### src/rtl/argmax_scan_classifier_if.sv
// Score-in / class-out bundle for argmax_scan_classifier.
// ARGMAX_MARGIN_EN adds the winner-to-runner-up margin signal.
interface argmax_scan_classifier_if #(
    parameter int NUM_CLASSES = 10,
    parameter int SCORE_W     = 29
);
    logic [NUM_CLASSES*SCORE_W-1:0] layer_out;
    logic                           valid;
    logic                           in_ready;
    logic [31:0]                    predict;
    logic                           ready;
    logic                           overrun;
`ifdef ARGMAX_MARGIN_EN
    logic [SCORE_W:0]               margin;
`endif

    modport master (
        output layer_out, valid,
        input  in_ready, predict, ready,
`ifdef ARGMAX_MARGIN_EN
               margin,
`endif
               overrun
    );

    modport slave (
        input  layer_out, valid,
        output in_ready, predict, ready,
`ifdef ARGMAX_MARGIN_EN
               margin,
`endif
               overrun
    );
endinterface

### src/rtl/argmax_scan_classifier.sv
// Argmax output stage: captures NUM_CLASSES scores and scans them LANES per cycle.
// Optional feature macro ARGMAX_MARGIN_EN: tracks runner-up and reports best - runner_up.
module argmax_scan_classifier #(
    parameter int NUM_CLASSES = 10,
    parameter int SCORE_W     = 29,
    parameter int LANES       = 1,
    parameter int SIGNED      = 0
) (
    input logic                     clk,
    input logic                     rst,
    argmax_scan_classifier_if.slave bus
);
    localparam int BEATS  = (NUM_CLASSES + LANES - 1) / LANES;
    localparam int PADDED = BEATS * LANES;
    localparam int BEAT_W = (BEATS > 1) ? $clog2(BEATS) : 1;
    localparam logic [BEAT_W-1:0] LAST_BEAT = BEAT_W'(BEATS - 1);

    localparam logic [0:0] IDLE = 1'b0;
    localparam logic [0:0] SCAN = 1'b1;

    function automatic logic gt(input logic [SCORE_W-1:0] a, input logic [SCORE_W-1:0] b);
        if (SIGNED != 0) return $signed(a) > $signed(b);
        return a > b;
    endfunction

    logic [0:0]                state_q, state_d;
    logic [BEAT_W-1:0]         beat_q, beat_d;
    logic [PADDED*SCORE_W-1:0] scores_q, scores_d;
    logic [SCORE_W-1:0]        best_q, best_d;
    logic [31:0]               best_idx_q, best_idx_d;
    logic [31:0]               predict_q, predict_d;
    logic                      ready_q, ready_d;
    logic                      overrun_q, overrun_d;
`ifdef ARGMAX_MARGIN_EN
    localparam logic [SCORE_W-1:0] SCORE_MIN =
        (SIGNED != 0) ? {1'b1, {(SCORE_W-1){1'b0}}} : '0;

    function automatic logic [SCORE_W:0] ext(input logic [SCORE_W-1:0] a);
        if (SIGNED != 0) return {a[SCORE_W-1], a};
        return {1'b0, a};
    endfunction

    logic [SCORE_W-1:0]        runner_q, runner_d;
    logic [SCORE_W:0]          margin_q, margin_d;
`endif

    logic [SCORE_W-1:0] cand;
    int                 idx;

    always_comb begin
        state_d    = state_q;
        beat_d     = beat_q;
        scores_d   = scores_q;
        best_d     = best_q;
        best_idx_d = best_idx_q;
        predict_d  = predict_q;
        ready_d    = 1'b0;
        overrun_d  = overrun_q;
        cand       = '0;
        idx        = 0;
`ifdef ARGMAX_MARGIN_EN
        runner_d   = runner_q;
        margin_d   = margin_q;
`endif
        case (state_q)
            IDLE: begin
                if (bus.valid) begin
                    scores_d = '0;
                    scores_d[NUM_CLASSES*SCORE_W-1:0] = bus.layer_out;
                    best_d     = bus.layer_out[SCORE_W-1:0];
                    best_idx_d = '0;
                    beat_d     = '0;
                    state_d    = SCAN;
`ifdef ARGMAX_MARGIN_EN
                    runner_d   = SCORE_MIN;
`endif
                end
            end
            default: begin
                if (bus.valid) overrun_d = 1'b1;
                // Index 0 already seeds best, so it is skipped; padding lanes are masked.
                for (int l = 0; l < LANES; l++) begin
                    idx  = int'(beat_q) * LANES + l;
                    cand = scores_q[idx*SCORE_W +: SCORE_W];
                    if (idx != 0 && idx < NUM_CLASSES) begin
                        if (gt(cand, best_d)) begin
`ifdef ARGMAX_MARGIN_EN
                            runner_d = best_d;
`endif
                            best_d     = cand;
                            best_idx_d = 32'(idx);
                        end
`ifdef ARGMAX_MARGIN_EN
                        else if (gt(cand, runner_d)) begin
                            runner_d = cand;
                        end
`endif
                    end
                end
                if (beat_q == LAST_BEAT) begin
                    predict_d = best_idx_d;
                    ready_d   = 1'b1;
                    state_d   = IDLE;
`ifdef ARGMAX_MARGIN_EN
                    margin_d  = ext(best_d) - ext(runner_d);
`endif
                end else begin
                    beat_d = beat_q + BEAT_W'(1);
                end
            end
        endcase
    end

    always_ff @(posedge clk or posedge rst) begin
        if (rst) begin
            state_q    <= IDLE;
            beat_q     <= '0;
            scores_q   <= '0;
            best_q     <= '0;
            best_idx_q <= '0;
            predict_q  <= '0;
            ready_q    <= 1'b0;
            overrun_q  <= 1'b0;
`ifdef ARGMAX_MARGIN_EN
            runner_q   <= '0;
            margin_q   <= '0;
`endif
        end else begin
            state_q    <= state_d;
            beat_q     <= beat_d;
            scores_q   <= scores_d;
            best_q     <= best_d;
            best_idx_q <= best_idx_d;
            predict_q  <= predict_d;
            ready_q    <= ready_d;
            overrun_q  <= overrun_d;
`ifdef ARGMAX_MARGIN_EN
            runner_q   <= runner_d;
            margin_q   <= margin_d;
`endif
        end
    end

    assign bus.in_ready = (state_q == IDLE);
    assign bus.predict  = predict_q;
    assign bus.ready    = ready_q;
    assign bus.overrun  = overrun_q;
`ifdef ARGMAX_MARGIN_EN
    assign bus.margin   = margin_q;
`endif
endmodule
### src/flat_wrapper.sv
// flat-port wrapper written by rule: the top's interface ports become plain ports
module argmax_scan_classifier_flat 
#(
    parameter int NUM_CLASSES = 10,
    parameter int SCORE_W     = 29,
    parameter int LANES       = 1,
    parameter int SIGNED      = 0
)
  (clk, rst, bus_layer_out, bus_valid, bus_in_ready, bus_predict, bus_ready, bus_overrun);
  argmax_scan_classifier_if #(.NUM_CLASSES(NUM_CLASSES), .SCORE_W(SCORE_W)) bus_i ();
  input logic clk;
  input logic rst;
  input wire logic [$bits(bus_i.layer_out)-1:0] bus_layer_out;
  input wire logic [$bits(bus_i.valid)-1:0] bus_valid;
  output wire logic [$bits(bus_i.in_ready)-1:0] bus_in_ready;
  output wire logic [$bits(bus_i.predict)-1:0] bus_predict;
  output wire logic [$bits(bus_i.ready)-1:0] bus_ready;
  output wire logic [$bits(bus_i.overrun)-1:0] bus_overrun;
  assign bus_i.layer_out = bus_layer_out;
  assign bus_i.valid = bus_valid;
  assign bus_in_ready = bus_i.in_ready;
  assign bus_predict = bus_i.predict;
  assign bus_ready = bus_i.ready;
  assign bus_overrun = bus_i.overrun;
  argmax_scan_classifier #(.NUM_CLASSES(NUM_CLASSES), .SCORE_W(SCORE_W), .LANES(LANES), .SIGNED(SIGNED)) u_core (.clk(clk), .rst(rst), .bus(bus_i));
endmodule
### config.mk
export PLATFORM = sky130hd
export DESIGN_NAME = argmax_scan_classifier_flat
export DESIGN_NICKNAME = d
export VERILOG_FILES = /design/src/rtl/argmax_scan_classifier_if.sv /design/src/rtl/argmax_scan_classifier.sv /design/src/flat_wrapper.sv
export SDC_FILE = /design/constraint.sdc
export NUM_CORES = 1
export LEC_CHECK = 0
export BUFFER_PORTS_ARGS = -buffer_cell sky130_fd_sc_hd__buf_2
export CORE_MARGIN = 1
export CORE_UTILIZATION = 41
export DETAILED_ROUTE_END_ITERATION = 7
export HOLD_SLACK_MARGIN = 0.06
export MAX_ROUTING_LAYER = met4
export PLACE_DENSITY = 0.7
export SLEW_MARGIN = 20
export SYNTH_ARGS = -nofsm -noshare
export SYNTH_HDL_FRONTEND = slang
export SYNTH_SLANG_ARGS = --single-unit
### constraint.sdc
create_clock -name clk -period 14.4 [get_ports clk]
set_clock_uncertainty 0.2 [all_clocks]
set_input_delay 2.88 -clock clk [delete_from_list [all_inputs] [get_ports clk]]
set_output_delay 2.88 -clock clk [all_outputs]
set_load 0.05 [all_outputs]
==> flow_summary_export.csv <==
group,metric,value,unit
sta,maxSlewHeadroom,0.270,
clock_tree,cts_made_buffers,43,
finish,final_util,0.499,
clock_tree,cts.hold.buffers_added,0,
yosys,synth_mux_area_frac,0.129,
sta,tns,0,ns
min_path,holdCritStartpoint,"u_core.bus.overrun$_DFFE_PP0P_",
sta,fmax,0.169,GHz
detailed_routing,routed_wl,51200,µm
yosys,synth_enable_flop_cells,0,
sta,setup_repair_after_global_routing_missed_its_margin,"false",
detailed_routing,via_count,14200,
yosys,mappedNetlistArea,18000,µm²
critical_path,critPathLaunch,"u_core.beat_q[0]$_DFFE_PP0P_",
power,cellPowerDensity,237,nW/µm²
yosys,synth-compound-area-share,0.0411,
critical_path,r2r_slack,8.48,ns
critical_path,reg2reg_from,"u_core.beat_q[0]$_DFFE_PP0P_",
sta,timing.final.crit_share,0.411,
finish,fill_cells,4043,
critical_path,critical_path.startpoint_type,"flip-flop",
clock_tree,cts_max_level,2,
finish,finish.net_count,2506,
finish,stdcell_area,21600,µm²
grt,grt.overflow.total,0,
critical_path,crit-reg2reg-capture,"u_core.best_q[21]$_DFFE_PP0P_",
sta,tightestPinTransition,1.09,ns
yosys,post_synth_and_or_nand_nor_area_fraction,0.231,
critical_path,path_class,"flip-flop to flip-flop",
power,ir_drop,109,µV
sta,crit_path_time_final,5.92,ns
detailed_routing,post_drt_wl_per_cell,18.1,µm
yosys,yosys_most_used_dff,"dfrtp_1",
grt,track_usage,0.240,
detailed_routing,detail_route.drc_violations,0,
clock_tree,cts.repair_timing.setup_buffer_count,0,
finish,layout.area.seq,9770,µm²
yosys,yosys_register_bits,390,
min_path,holdPathStages,1,
yosys,xor_xnor_fraction_of_synth_area,0,
power,clockPowerShare,0.225,
grt,antenna_violations_before_repair,24,
detailed_routing,final_antenna_net_count,0,
finish,area_growth_syn_to_layout,19.9,%
detailed_routing,dr.first_iter.drc_count,994,
clock_tree,cts.reportedPaths.clkPinSlew,0.06,ns
sta,final_max_slew_viol_count,0,
power,p_int,0.00317,W
yosys,yosys_warnings,0,
grt,grt_max_degree,222,
yosys,postSynth.asyncResetShare,1.00,
floorplanning,fp-row-count,76,
grt,grt_pass1_wl,80100,µm
outcome,outcome,"completed",
floorplanning,floorplan.initialDensity,0.416,
clock_tree,tritoncts_clock_tree,"yes",
grt,number_of_global_route_vias_before_repair,14400,
floorplanning,full_die_area,44700,µm²
yosys,synth_fa_ha_area_frac,0.0223,
clock_tree,cts_root_buffer,"clkbuf_16",
min_path,min_path_type,"flip-flop to flip-flop",
detailed_routing,drt_pass1_iterations,5,
power,fraction_of_power_consumed_by_sequential_logic,0.360,
placed_design,dp_hpwl,35200,µm
clock_tree,clock_tree_buf_depth,3,
placed_design,routabilityCongestion,0.866,
detailed_routing,post_drt_via_cell_ratio,5.03,
min_path,holdPathEnd,"u_core.bus.overrun$_DFFE_PP0P_",
finish,layout_common_cells,"nand2_1 (1001), dfrtp_1 (387), buf_2 (327)",
power,power.leakage,11.3,nW
clock_tree,cts-resized-gates,0,
yosys,synth_fp_nets,2238,
floorplanning,core_area,43200,µm²
yosys,yosysUniqueCellTypes,46,
run,cap_viol_max_count,0,
floorplanning,die_width,211,µm
critical_path,worst_setup_path_end_kind,"flip-flop",
floorplanning,floorplan.io_pins,328,
critical_path,arrival_time_worst_endpoint,6.18,ns
power,switchingPower,0.00193,W
power,comb_power_share,0.415,
finish,multi_input_logic_area,7620,µm²
critical_path,critPathMaxFanout,54,
finish,layout_commonest_cell,"nand2_1",
finish,final_layout_size_suffix_gt1_frac,0.257,
clock_tree,cts_sinks,390,
critical_path,critical_path_required,14.66,ns
sta,finalSetupViolCount,0,
yosys,postSynthAreaPerCell,9.40,µm²
floorplanning,die-height,211,µm
clock_tree,clk_latency,0.59,ns
sta,timing_hold_violations_final,0,
critical_path,r2r_cells,12,
placed_design,numPortBuffers,327,
yosys,synth.yosys.seq_area_share,0.543,
power,power_switching_share,0.379,
yosys,synth_cells,1913,
placed_design,post_dp_cell_area,20000,µm²
yosys,largest_family_of_logic_cells_by_synthesized_area,"simple AND/OR/NAND/NOR gates",
cells by family after synthesis:
| group | after synthesis |
|---|---|
| flops | 390 |
| mux | 144 |
| simple gates | 1066 |
| fa+ha+maj | 32 |
| buf+inv | 154 |
| compound gates | 127 |
critical path, cell delays in order (launching register included):
cell and delay, ns:
dfrtp_4 0.91, buf_6 0.65, mux4_2 0.60, nand2_1 0.13
a31oi_1 0.12, ha_1 0.40, nand4_1 0.19, nor4_2 0.36
nand4_1 0.30, a31oi_2 0.33, o2111ai_4 0.51, nand2_4 0.63
mux2_2 0.40
power by group through the flow:
| stage | Clock (W) | Sequential, W | Combinational [W] |
|---|---|---|---|
| finish | 0.00114 | 0.00184 | 0.00212 |
| global route | 0.00121 | 0.00189 | 0.00237 |
| CTS | 0.00117 | 0.00183 | 0.00213 |
| detailed placement | 0 | 0.00185 | 0.00212 |
| global placement | 0 | 0.00183 | 0.00205 |
| floorplan | 0 | 0.00172 | 0.00170 |
Yosys cell counts, types with 2 or more instances:
master / number / area (µm²)
dfrtp_1: 390 / 9760
mux4_2: 58 / 1310
buf_1: 8 / 30.0
clkbuf_1: 96 / 360
nand2_1: 1002 / 3760
clkbuf_2: 2 / 10.0
o21ai_1: 4 / 20.0
inv_1: 34 / 128
nand3_1: 8 / 40.0
buf_2: 9 / 45.0
mux2_4: 10 / 150
a21oi_1: 39 / 195
nand4_1: 6 / 37.5
a211oi_1: 2 / 15.0
a22oi_1: 3 / 22.5
a21o_1: 2 / 15.0
a31oi_1: 29 / 181
ha_1: 32 / 400
nor2_1: 11 / 41.3
and3_1: 28 / 175
o21ai_0: 39 / 195
mux2_2: 75 / 845
nor2b_1: 3 / 18.8
per-stage QoR:
stage	worst slack (ns)	cells	hold slack (ns)	power [W]
6_report	8.48	2825	0.266	0.00510
3_3_place_gp	8.32	2721	0.234	0.00388
4_1_cts	8.16	2799	0.269	0.00514
2_1_floorplan	0.479	1913	0.240	0.00342
5_1_grt	8.14	2821	0.282	0.00547
3_5_place_dp	8.17	2721	0.255	0.00397
layer usage:
layer | global-route usage | share of wire | vias up
li1 | - | - | 6762
met1 | 0.324 | 0.45 | 6972
met2 | 0.357 | 0.45 | 416
met3 | 0.0651 | 0.072 | 64
met4 | 0.0685 | 0.026 | 0
met5 | - | 0 | -
worst max-delay path by stage:
stage,endpoint,cells past startpoint
3_3_place_gp,u_core.best_q[20]$_DFFE_PP0P_,12
3_5_place_dp,u_core.best_q[21]$_DFFE_PP0P_,12
4_1_cts,u_core.best_q[21]$_DFFE_PP0P_,12
5_1_grt,u_core.best_q[14]$_DFFE_PP0P_,12
2_1_floorplan,u_core.beat_q[0]$_DFFE_PP0P_,1
6_report,u_core.best_q[21]$_DFFE_PP0P_,12
sequential cells by signal, summed over array words and instances, names as in the netlist:
name,cells
u_core.bus.ready,1
u_core.beat_q,4
u_core.bus.overrun,1
u_core.bus.predict,32
u_core.best_idx_q,32
u_core.state_q,1
u_core.scores_q,290
u_core.best_q,29
area by class of cell:
class / instances / area share
inverter: 36 / 0.00662
clock buffer: 59 / 0.0569
sequential: 390 / 0.453
tap: 585 / 0.0340
clock inverter: 19 / 0.0113
antenna: 26 / 0.00302
timing repair buffer: 341 / 0.0816
multi-input combinational: 1369 / 0.353
No activity file was read; power rests on OpenSTA's default activity.
